==> config.mk <==
export PLATFORM = sky130hd
export DESIGN_NAME = ram_port_arbiter
export DESIGN_NICKNAME = d
export VERILOG_FILES = /design/src/rtl/ram_port_arbiter.sv
export SDC_FILE = /design/constraint.sdc
export NUM_CORES = 1
export LEC_CHECK = 0
export ABC_AREA = 1
export CAP_MARGIN = 40
export CORE_AREA = 2 2 90 57
export CTS_CLUSTER_DIAMETER = 150
export DETAILED_ROUTE_END_ITERATION = 8
export DIE_AREA = 0 0 92 59
export GPL_ROUTABILITY_DRIVEN = 0
export GPL_TIMING_DRIVEN = 0
export PLACE_DENSITY = 0.73
export SYNTH_ARGS = -nofsm -noshare
export SYNTH_HDL_FRONTEND = slang
export SYNTH_SLANG_ARGS = --single-unit
==> constraint.sdc <==
create_clock -name clk -period 1.3 [get_ports clk]
set_clock_uncertainty 0.1 [all_clocks]
set_input_delay 0.39 -clock clk [delete_from_list [all_inputs] [get_ports clk]]
set_output_delay 0.39 -clock clk [all_outputs]
set_load 0.02 [all_outputs]
==> src/rtl/ram_port_arbiter.sv <==
// rtl/ram_port_arbiter.sv - round-robin arbiter sharing one RAM port between NREQ requesters
//
// Purpose:
//    Arbitrates NREQ requesters onto a single synchronous RAM port. Grants are
//    round-robin. The current owner can hold a lock that reserves the RAM
//    across a multi-access transaction. Every access is a registered RAM
//    cycle. Read data returns to the owner RD_LAT+1 cycles after its grant.
//
// Ports:
//    clk, reset_n          clock (posedge) and asynchronous active-low reset
//    req[NREQ]             level request, held with stable operands until gnt
//    lock[NREQ]            owner keeps the RAM after its access completes
//    wr_en_n[NREQ]         per-requester op: 0=write, 1=read
//    addr[NREQ*AW]         packed addresses, requester i at [i*AW +: AW]
//    wdata[NREQ*DW]        packed write data, requester i at [i*DW +: DW]
//    gnt[NREQ]             one-hot pulse: access issued this cycle
//    rvalid[NREQ]          one-hot pulse: rdata valid for that requester
//    rdata[DW]             shared read data, holds between rvalid pulses
//    mem_address, mem_data_write, mem_wr_en (0=write)   RAM command outputs
//    mem_data_in           RAM read data, valid RD_LAT cycles after address
module ram_port_arbiter #(
   parameter int NREQ   = 2,
   parameter int AW     = 7,
   parameter int DW     = 8,
   parameter int RD_LAT = 1
) (
   input  logic               clk,
   input  logic               reset_n,
   input  logic [NREQ-1:0]    req,
   input  logic [NREQ-1:0]    lock,
   input  logic [NREQ-1:0]    wr_en_n,
   input  logic [NREQ*AW-1:0] addr,
   input  logic [NREQ*DW-1:0] wdata,
   output logic [NREQ-1:0]    gnt,
   output logic [NREQ-1:0]    rvalid,
   output logic [DW-1:0]      rdata,
   output logic [AW-1:0]      mem_address,
   output logic [DW-1:0]      mem_data_write,
   output logic               mem_wr_en,
   input  logic [DW-1:0]      mem_data_in
);

   localparam int PW = $clog2(NREQ);
   localparam int CW = (RD_LAT > 1) ? $clog2(RD_LAT) : 1;

   typedef enum logic [1:0] {S_IDLE, S_ACCESS, S_RD_WAIT} state_t;

   state_t           state_q, state_d;
   logic [PW-1:0]    ptr_q, ptr_d;
   logic [PW-1:0]    owner_q, owner_d;
   logic             owner_vld_q, owner_vld_d;
   logic [CW-1:0]    rd_cnt_q, rd_cnt_d;
   logic [NREQ-1:0]  gnt_q, gnt_d;
   logic [NREQ-1:0]  rvalid_q, rvalid_d;
   logic [DW-1:0]    rdata_q, rdata_d;
   logic [AW-1:0]    mem_address_q, mem_address_d;
   logic [DW-1:0]    mem_data_write_q, mem_data_write_d;
   logic             mem_wr_en_q, mem_wr_en_d;

   logic [AW-1:0]    addr_a  [NREQ];
   logic [DW-1:0]    wdata_a [NREQ];
   logic [NREQ-1:0]  eligible;
   logic [PW-1:0]    cand;
   logic [PW-1:0]    win_idx;
   logic             win_found;

   for (genvar i = 0; i < NREQ; i++) begin : g_unpack
      assign addr_a[i]  = addr[i*AW +: AW];
      assign wdata_a[i] = wdata[i*DW +: DW];
   end

   // A locked owner masks everyone else, even while it is not requesting.
   // owner_vld_q keeps the reset-time owner index from acting as a lock holder.
   always_comb begin
      eligible  = req;
      cand      = '0;
      win_idx   = '0;
      win_found = 1'b0;
      if (owner_vld_q && lock[owner_q]) begin
         eligible          = '0;
         eligible[owner_q] = req[owner_q];
      end
      // Search starts just after the last winner so it has lowest priority.
      for (int k = 1; k <= NREQ; k++) begin
         cand = PW'((int'(ptr_q) + k) % NREQ);
         if (!win_found && eligible[cand]) begin
            win_found = 1'b1;
            win_idx   = cand;
         end
      end
   end

   always_comb begin
      state_d          = state_q;
      ptr_d            = ptr_q;
      owner_d          = owner_q;
      owner_vld_d      = owner_vld_q;
      rd_cnt_d         = rd_cnt_q;
      gnt_d            = '0;
      rvalid_d         = '0;
      rdata_d          = rdata_q;
      mem_address_d    = mem_address_q;
      mem_data_write_d = mem_data_write_q;
      mem_wr_en_d      = mem_wr_en_q;

      case (state_q)
         S_IDLE: begin
            mem_wr_en_d = 1'b1;
            if (win_found) begin
               state_d          = S_ACCESS;
               ptr_d            = win_idx;
               owner_d          = win_idx;
               owner_vld_d      = 1'b1;
               mem_address_d    = addr_a[win_idx];
               mem_data_write_d = wdata_a[win_idx];
               mem_wr_en_d      = wr_en_n[win_idx];
               gnt_d[win_idx]   = 1'b1;
            end
         end
         S_ACCESS: begin
            if (!mem_wr_en_q) begin
               state_d     = S_IDLE;
               mem_wr_en_d = 1'b1;
            end else begin
               state_d  = S_RD_WAIT;
               rd_cnt_d = CW'(RD_LAT - 1);
            end
         end
         S_RD_WAIT: begin
            mem_wr_en_d = 1'b1;
            if (rd_cnt_q == '0) begin
               rdata_d           = mem_data_in;
               rvalid_d[owner_q] = 1'b1;
               state_d           = S_IDLE;
            end else begin
               rd_cnt_d = rd_cnt_q - CW'(1);
            end
         end
         default: begin
            state_d = S_IDLE;
         end
      endcase
   end

   always_ff @(posedge clk or negedge reset_n) begin
      if (!reset_n) begin
         state_q          <= S_IDLE;
         ptr_q            <= PW'(NREQ - 1);
         owner_q          <= '0;
         owner_vld_q      <= 1'b0;
         rd_cnt_q         <= '0;
         gnt_q            <= '0;
         rvalid_q         <= '0;
         rdata_q          <= '0;
         mem_address_q    <= '0;
         mem_data_write_q <= '0;
         mem_wr_en_q      <= 1'b1;
      end else begin
         state_q          <= state_d;
         ptr_q            <= ptr_d;
         owner_q          <= owner_d;
         owner_vld_q      <= owner_vld_d;
         rd_cnt_q         <= rd_cnt_d;
         gnt_q            <= gnt_d;
         rvalid_q         <= rvalid_d;
         rdata_q          <= rdata_d;
         mem_address_q    <= mem_address_d;
         mem_data_write_q <= mem_data_write_d;
         mem_wr_en_q      <= mem_wr_en_d;
      end
   end

   assign gnt            = gnt_q;
   assign rvalid         = rvalid_q;
   assign rdata          = rdata_q;
   assign mem_address    = mem_address_q;
   assign mem_data_write = mem_data_write_q;
   assign mem_wr_en      = mem_wr_en_q;

endmodule

# Yosys cells after proc, flatten, opt, wreduce, memory -nomap -nowiden

Cells that the tools add are included.

Flip-flop bits (word level): 34
Bits of input ports: 46
Output and inout bits: 28
Word-level logic and storage cells: 80

Add/subtract/negate cells: 3
$lt $le $gt $ge: 7
Equality and inequality tests: 5
Mux-type cells: 38
Bitwise operators: 3
Reduce and logical (&&, ||, !) cells: 13

Operators by type and width:

| operator                                                                     | number |
|---|---|
| 8-bit 2-to-1 mux                                                             | 3 |
| 7-bit 2-to-1 mux                                                             | 3 |
| 1-bit 2-to-1 mux                                                             | 19 |
| 2-bit 2-to-1 mux                                                             | 8 |
| 1-bit by 2-bit less-than comparator with 1-bit output, second input constant | 4 |
| 2-bit AND reduction                                                          | 4 |
| 2-bit inequality test, second input constant                                 | 3 |
| 2-bit case mux with 3 select lines                                           | 1 |
| 1-bit logical AND                                                            | 4 |
| 1-bit case mux with 2 select lines                                           | 2 |
| 2-bit nonzero test                                                           | 2 |
| 1-bit adder, second input constant                                           | 2 |
| 2-bit AND                                                                    | 1 |
| 1-bit demux with 1-bit select                                                | 2 |
| 2-bit by 1-bit equality test with 1-bit output, second input constant        | 1 |
| 2-bit equality test, second input constant                                   | 1 |
| 1-bit greater-or-equal comparator, second input constant                     | 2 |
| 2-bit greater-or-equal comparator, second input constant                     | 1 |
| 2-bit logical NOT                                                            | 1 |
| 1-bit NOT with 2-bit output                                                  | 1 |
| 2-bit OR reduction                                                           | 1 |
| 1-bit logical NOT                                                            | 1 |
| 1-bit NOT                                                                    | 1 |
| 1-bit subtractor, second input constant                                      | 1 |

# Longest topological paths before layout

Depth in word-level cells: 18
Depth in mapped cells: 10
Depth with buffers taken out: 9

# Worst setup path before layout

OpenSTA, ideal clock, no wires.

Kind: register -> register
Start point: register state_q[0]
End point: register mem_wr_en_q, in the netlist mem_wr_en
Setup time: 0.072 ns
Arrival: 1.250 ns
Required time: 1.128 ns
Slack: -0.122 ns
Stages on the path, launching flop included: 8
Path buffers: 0
Clock period less this slack: 1.422 ns
Cells stage by stage: dfrtp_1 inv_1 ha_1 or2_2 a21oi_1 nand3_1 nand2_1 inv_1

Longest elaborated chain between the ends: 3
Elaborated cells on any way between the ends: 6
Those cells by class: eq/ne (2); mux (1); reduce/logical (3)

RTL lines:

| what                                                                                  | RTL line | RTL |
|---|---|---|
| start, declared                                                                       | 48       | `state_t state_q, state_d;` |
| start signal, assigned                                                                | 159      | `state_q <= state_d;` |
| 2-bit equality test or 2-bit by 1-bit equality test with 1-bit output (tied branches) | 106      | `case (state_q)` |
| 2-bit OR reduction (no line)                                                          | n/a      |  |
| 1-bit case mux with 2 select lines or 2-bit nonzero test (tied branches)              | n/a      |  |
| end signal, assigned                                                                  | 169      | `mem_wr_en_q <= mem_wr_en_d;` |
| end, declared                                                                         | 58       | `logic mem_wr_en_q, mem_wr_en_d;` |

Parallel ways exist; a longest one is shown, timed or not.
A chain may end at the register's enable or synchronous reset.

# Final worst setup path

Start point: register owner_q
End point: register owner_q

Longest elaborated chain between the ends: 13
Elaborated cells on any way between the ends: 23
Those cells by class: order compare (2); mux (15); bitwise (1); reduce/logical (5)

RTL lines:

| what                                                                                                                             | RTL line | RTL |
|---|---|---|
| start, declared                                                                                                                  | 50       | `logic [PW-1:0] owner_q, owner_d;` |
| start signal, assigned                                                                                                           | 161      | `owner_q <= owner_d;` |
| 1-bit by 2-bit less-than comparator with 1-bit output (implied by the code) or 1-bit greater-or-equal comparator (tied branches) | 81       | `eligible[owner_q] = req[owner_q];` |
| 1-bit logical AND (implied by the code)                                                                                          | 81       |  |
| 1-bit 2-to-1 mux (implied by the code)                                                                                           | 81       |  |
| 1-bit demux with 1-bit select                                                                                                    | 81       |  |
| 2-bit AND (no line)                                                                                                              | n/a      |  |
| 2-bit 2-to-1 mux (*)                                                                                                             | 79       | `if (owner_vld_q && lock[owner_q]) begin` |
| 1-bit 2-to-1 mux (implied by the code) (2 in a row)                                                                              | 86       | `if (!win_found && eligible[cand]) begin` |
| 1-bit 2-to-1 mux                                                                                                                 | 86       |  |
| 1-bit logical NOT                                                                                                                | 86       |  |
| 1-bit logical AND                                                                                                                | 86       |  |
| 1-bit 2-to-1 mux                                                                                                                 | 86       |  |
| 2-bit AND reduction (no line)                                                                                                    | n/a      |  |

Every way passes the cells marked *; elsewhere a longest branch is shown, timed or not. The select of a mux whose other input is x is not followed.

==> impl_metrics.toml <==
[synthesis]
syn_inst = 197
synth_top_area_share_pct = 46.62
yosysTopAreaCell = "dfrtp_1"
syn_avg_cell_area_um2 = 8.447
yosys_warnings = 0
syn_nets = 248
netlist_area_mm2 = 0.001664
synthTopCellsByArea = "dfrtp_1 (47%), nand2_1 (22%), nand3_1 (5.7%)"
synth_cell_types = 25
synth_seq_area_share_pct = 49.77
synth_seq_cells = 33

[clock_network]
cts_tree = "built"
clk_latency_ns = 0.28
path_clk_slew_ns = 0.07
clkSinkCount = 33
cts-root-buf = "clkbuf_8"
cts_max_level = 2
cts_made_buffers = 5
cts_buffer_depth = 2

[power_and_ir_drop]
power.static_leakage_nw = 1.608
pwr-share-seq_pct = 26.0
p_sw_w = 0.002755
p_comb_share_pct = 59.9
p_per_area_mw_per_mm2 = 2262
power_frac_clock_pct = 14.0
p_sw_share_pct = 38.69
ir_drop_mv = 1.115
internal_power_w = 0.004366
power.total_w = 0.007121

[worst_setup_path]
path_buf_inv = 5
crit_family = "buffers and inverters"
criticalPathCategory = "reg -> reg"
slowest_stage = "dfrtp_1"
cp.arrival_ns = 1.54
cp-end-kind = "register"
cp_cell_sequence = "inv_2 > nand3_2 > nand2_4 > buf_12 > inv_12 > nand2_8 > buf_6 > inv_2 > nand2_4 > o21ai_1"
slowest_delay_ns = 0.42
critPathLaunchType = "register"
cp.required_ns = 1.37
crit_fanout = 6

[floorplanning]
rows = 19
die_area_mm2 = 0.005428
start_util_pct = 36.84
die-width_um = 92
die_y_um = 59
core-area_mm2 = 0.004517
ioPinCount = 74

[global_route]
grt_start_max_net_pins = 34
grt_pass1_wl_mm = 7.831
first_global_vias = 1658
overflow = 0
gr-usage-all-layers_pct = 18.57
grt_antenna_before_repair = 0

[sta]
worst_pin_slew_ns = 0.7521
rsz0062_at_grt = "yes"
period_share_pct = 112.9
hold_viol = 0
slew_headroom_pct = 49.86
final-setup-viol-count = 37
tns_ns = -3.095
fin_crit_ns = 1.467
holdWs_ns = 0.07218
drv_slew = 0
fmax_mhz = 681.5
fin_ws_ns = -0.1674

[final_layout]
area_growth_pct = 89.17
n_antenna_cell = 0
fill_cells = 348
nets = 365
drive_gt1_share_pct = 41.90

[worst_hold_path]
hold_class = "in -> async"

[drt]
drt_iter0_markers = 61
routed_via_density = 4.421
drc = 0
ant_nets = 0
routed_wl_mm = 5.062
routedWlPerCell_um = 13.39
via_count = 1671
firstDrtPassIters = 4

[status]
violations = "negative setup slack"
outcome = "finished with violations"

[placed_design]
port_buffers = 73
dp_hpwl_mm = 2.907

[run]
maxCapViolations = 0
metrics by stage:
step	instance area, um2	utilization [%]	setup WS [ns]	std cells
6_report	3148	69.70	-0.1674	378
5_1_grt	3148	69.70	-0.2592	378
4_1_cts	2952	65.35	-0.1461	367
3_5_place_dp	2475	54.79	-0.5376	333
3_3_place_gp	2480	54.90	-0.9638	333
2_1_floorplan	1670	-	-0.02118	197
repair_timing:
item | in CTS | in global routing
gates resized for setup | 197 | 32
gates cloned | 3 | 0
pin swaps | 8 | 5
setup buffers | 24 | 12
hold buffers | 0 | 0
endpoints found under the setup margin | 60 | 59
synthesized netlist by cell type, drive strengths merged:
cell type	n
dfrtp	31
or2	2
dfstp	2
nand3	22
a21oi	1
ha	5
o21ai	3
nand2	112
clkinv	1
buf	6
inv	10
nor2	2
kinds of logic (layout without fill, tap and decap cells):
| logic type | after synthesis | in the layout | synth area share, % |
|---|---|---|---|
| buffers and inverters | 17 | 135 | 6.315 |
| AOI/OAI and AO/OA | 4 | 4 | 1.202 |
| DFF | 33 | 33 | 49.77 |
| adders and majority gates | 5 | 5 | 3.759 |
| and+or+nand+nor | 138 | 138 | 38.95 |
cell usage in the layout (no fill, tap or decap), drive strengths merged:
cell,instances
buf,72
dfstp,2
dfrtp,31
inv,11
or2,2
ha,5
nand3,22
dlygate4sd2,4
a21oi,1
clkbuf,7
nand2,112
clkdlybuf4s50,40
bufinv,1
o21ai,3
nor2,2
flip-flops by register name (all words and copies together), names as in the netlist:
name / count
mem_data_write: 8
rdata: 8
mem_address: 7
gnt: 2
rvalid: 2
state_q: 2
mem_wr_en: 1
owner_q: 1
owner_vld_q: 1
ptr_q: 1
routing by layer:
layer | vias up | track usage [%] | part of all wire, %
met2 | 53 | 29.20 | 48
met3 | 6 | 5.216 | 6.6
met5 | - | 0 | 0
met1 | 765 | 25.65 | 45
met4 | 0 | 5.117 | 0.63
li1 | 847 | - | -
path summary, 6_finish.rpt:
path,from,endpoint,slack (ns),cells after the start
hold / removal,reset_n,mem_data_write[0],0.07,1
min in group clk,rdata[7],rdata[7],0.40,2
setup reg to reg,owner_q,owner_q,-0.17,10
setup / recovery,owner_q,owner_q,-0.17,10
max in group asynchronous,reset_n,state_q[1],0.50,1
hold reg to reg,rdata[7],rdata[7],0.40,2
layout make-up:
type / count / area (um2) / share of cell area [%]
clock buffer: 7 / 86.33 / 2.742
multi-input combinational: 147 / 864.6 / 27.46
timing repair buffer: 110 / 1110 / 35.25
clock inverter: 1 / 30.03 / 0.9539
tap: 63 / 78.83 / 2.504
inverter: 11 / 68.82 / 2.186
sequential: 33 / 829.5 / 26.35
buffer: 6 / 80.08 / 2.544
power groups by stage:
stage / sequential (W) / combinational, W / clock, W
6_report: 0.00185 / 0.00427 / 0.000998
5_1_grt: 0.00190 / 0.00461 / 0.00108
4_1_cts: 0.00181 / 0.00379 / 0.00102
3_5_place_dp: 0.00177 / 0.00293 / 0
3_3_place_gp: 0.00177 / 0.00288 / 0
2_1_floorplan: 0.00223 / 0.00123 / 0
Power figures use the tool's default switching activity.
==> variant: new RTL, config.mk and constraints unchanged <==
Take the reset off `rdata_q`, `mem_address_q` and `mem_data_write_q` and load them in a clocked block of their own.
--- a/src/rtl/ram_port_arbiter.sv
+++ b/src/rtl/ram_port_arbiter.sv
@@ -151,9 +151,6 @@
          rd_cnt_q         <= '0;
          gnt_q            <= '0;
          rvalid_q         <= '0;
-         rdata_q          <= '0;
-         mem_address_q    <= '0;
-         mem_data_write_q <= '0;
          mem_wr_en_q      <= 1'b1;
       end else begin
          state_q          <= state_d;
@@ -163,11 +160,14 @@
          rd_cnt_q         <= rd_cnt_d;
          gnt_q            <= gnt_d;
          rvalid_q         <= rvalid_d;
-         rdata_q          <= rdata_d;
-         mem_address_q    <= mem_address_d;
-         mem_data_write_q <= mem_data_write_d;
          mem_wr_en_q      <= mem_wr_en_d;
       end
+   end
+
+   always_ff @(posedge clk) begin
+      rdata_q          <= rdata_d;
+      mem_address_q    <= mem_address_d;
+      mem_data_write_q <= mem_data_write_d;
    end
 
    assign gnt            = gnt_q;
Function: changed (a bounded check fails within 4 cycles, from zero or initial values and one cycle with reset_n low).
==> variant against the unedited design <==
- the flow still finishes with violations (setup timing)
- routed wire length shrank 29%
- cell area decreased by 15%
- largest cell class is now flip-flops and latches
- first-iteration DRC count decreased by 59%
- sequential cell count did not move
- critical endpoint is now mem_address[2]$_DFFE_PP_
- worst setup slack improved by 0.0057 ns
- total power decreased by 26%
- utilization shrank 10 points
- critical path type unchanged
- area after synthesis shrank 14%
- fmax rose by 0.39%
==> variant: results (changes against the unedited design) <==
Detailed Routing Iterations Pass 1 -> 4 (unchanged)
Synth Area in Adders -> 4.39% (+0.63 points)
Endpoints failing setup -> 39 (+5.4%)
Post-synthesis xor/xnor area fraction -> 0% (unchanged)
Arrival @ worst endpoint -> 1.39 ns (-0.15 ns)
Met2 WL -> 1.66 mm (-32%)
Final net count -> 272 (-25%)
Post-synth EDFFs -> 23 (+23)
Worst-path clk slew -> 0.07 ns (about the same)
Antenna violations before repair -> 0 (unchanged)
Total wire length -> 3.59 mm (-29%)
Normalized max-slew margin -> 70.0% (+20 points)
Top Layer Used -> met4
Met1 GRT Util -> 18.1% (-7.5 points)
Status -> complete, but fails checks
First-pass GRT wire length -> 5.64 mm (-28%)
GR Layer Usage met2 -> 21.7% (-7.5 points)
Root buffer cell -> clkbuf_8
Length of routed met3 wiring -> 270 um (-19%)
Failing checks -> setup timing
GRT Total Usage -> 13.8% (-4.8 points)
Diodes inserted -> 0 (unchanged)
Synth area leaders -> edfxtp_1 (48%), dfrtp_1 (14%), nand2_1 (12%), ha_1 (4.4%), nand2_2 (4.4%)
Maximum fanout along the worst path -> 6 (unchanged)
Syn. warnings -> 0 (unchanged)
Synth unique cells -> 20 (-20%)
Placed Cells -> 260 (-22%)
Initial drt markers -> 25 (-59%)
Drt wl/cell -> 12.6 um (-5.9%)
Internal power -> 3470 uW (-21%)
Pleak -> 0.00118 uW (-27%)
Via count -> 1,195 (-28%)
Seq pwr share -> 32.7% (+6.7 points)
Post-Syn Nets -> 175 (-29%)
H-tree Lvls -> 2 (unchanged)
Post-DP HPWL -> 2.33 mm (-20%)
Clk power -> 1130 uW (+13%)
Worst skew pair latency -> 0.28 ns (about the same)
Clk buf depth -> 2 (unchanged)
WL met1 -> 1.63 mm (-28%)
Share of layout cells above drive strength 1 -> 46.4% (+4.5 points)
Delay-heaviest family, CP -> flip-flops
Grt met3 use -> 4.71% (-0.51 points)
Sequential share of the synthesized area -> 66.2% (+16 points)
Largest net degree at the start of global routing -> 12 (-65%)
PnR worst setup slack -> -0.162 ns (+0.00568 ns)
Clock buffer count from CTS -> 5 (unchanged)
Asr flop ratio synth -> 30.3% (-70 points)
Commonest cells in the netlist -> nand2_1 (46), edfxtp_1 (23), nand2_2 (10)
Post-synthesis mux area share -> 0% (unchanged)
Slowest cell on crit path -> dfstp_2
Compound-gate portion of the synthesized area -> 1.40% (+0.20 points)
Max VDD drop -> 0.976 mV (-13%)
CP max stage delay -> 0.58 ns (+0.16 ns)
Syn_area_per_cell -> 11.5 sq um (+36%)
HP Class -> in2async
Port Buffers -> 73 (unchanged)
==> variant: cell count changes after synthesis, sizes merged <==
cell    before  now
nand2      112   58
dfrtp       31    8
edfxtp       0   23
nand3       22    7
buf          6    2
clkinv       1    0
inv         10   11
==> variant: final timing paths <==
kind | from | end | slack (ns) | cells after the start
hold reg to reg | ptr_q$_DFFE_PN1P_ | ptr_q$_DFFE_PN1P_ | 0.40 | 2
max in group asynchronous | reset_n | state_q[1]$_DFFE_PN0P_ | 0.44 | 1
hold / removal | reset_n | state_q[0]$_DFFE_PN0P_ | 0.32 | 1
min in group clk | ptr_q$_DFFE_PN1P_ | ptr_q$_DFFE_PN1P_ | 0.40 | 2
setup reg to reg | ptr_q$_DFFE_PN1P_ | mem_address[2]$_DFFE_PP_ | -0.16 | 6
setup / recovery | ptr_q$_DFFE_PN1P_ | mem_address[2]$_DFFE_PP_ | -0.16 | 6
==> variant: what timing repair did <==
item | in CTS | in global routing
setup buffers | 16 | 0
cloned | 3 | 0
pin swaps | 14 | 10
resized for setup | 167 | 37
endpoints found under the setup margin | 74 | 73
==> variant: area by class of cell <==
type,instances,area (sq um)
repair inverters,2,22.5
clock buffers,5,68.8
inverters,11,58.8
well taps,63,78.8
repair buffers,88,851
multi-input cells,78,564
clock inverters,3,65.1
fillers,379,1830
plain buffers,2,35.0
flip-flops and latches,33,945
==> variant: per-stage QoR <==
stage          cell area, sq um  setup TNS (ns)  power [uW]  hold slack [ns]  worst slack (ns)
6_report                   2690           -3.69        5270            0.318            -0.162
5_1_grt                    2690           -6.59        5590            0.339            -0.226
4_1_cts                    2570           -4.19        5060            0.323            -0.149
3_5_place_dp               2250          -22.72        3440            0.373            -0.599
3_3_place_gp               2250          -21.50        3430            0.368            -0.592
2_1_floorplan              1440          -0.531        2680         -0.00559           -0.0536
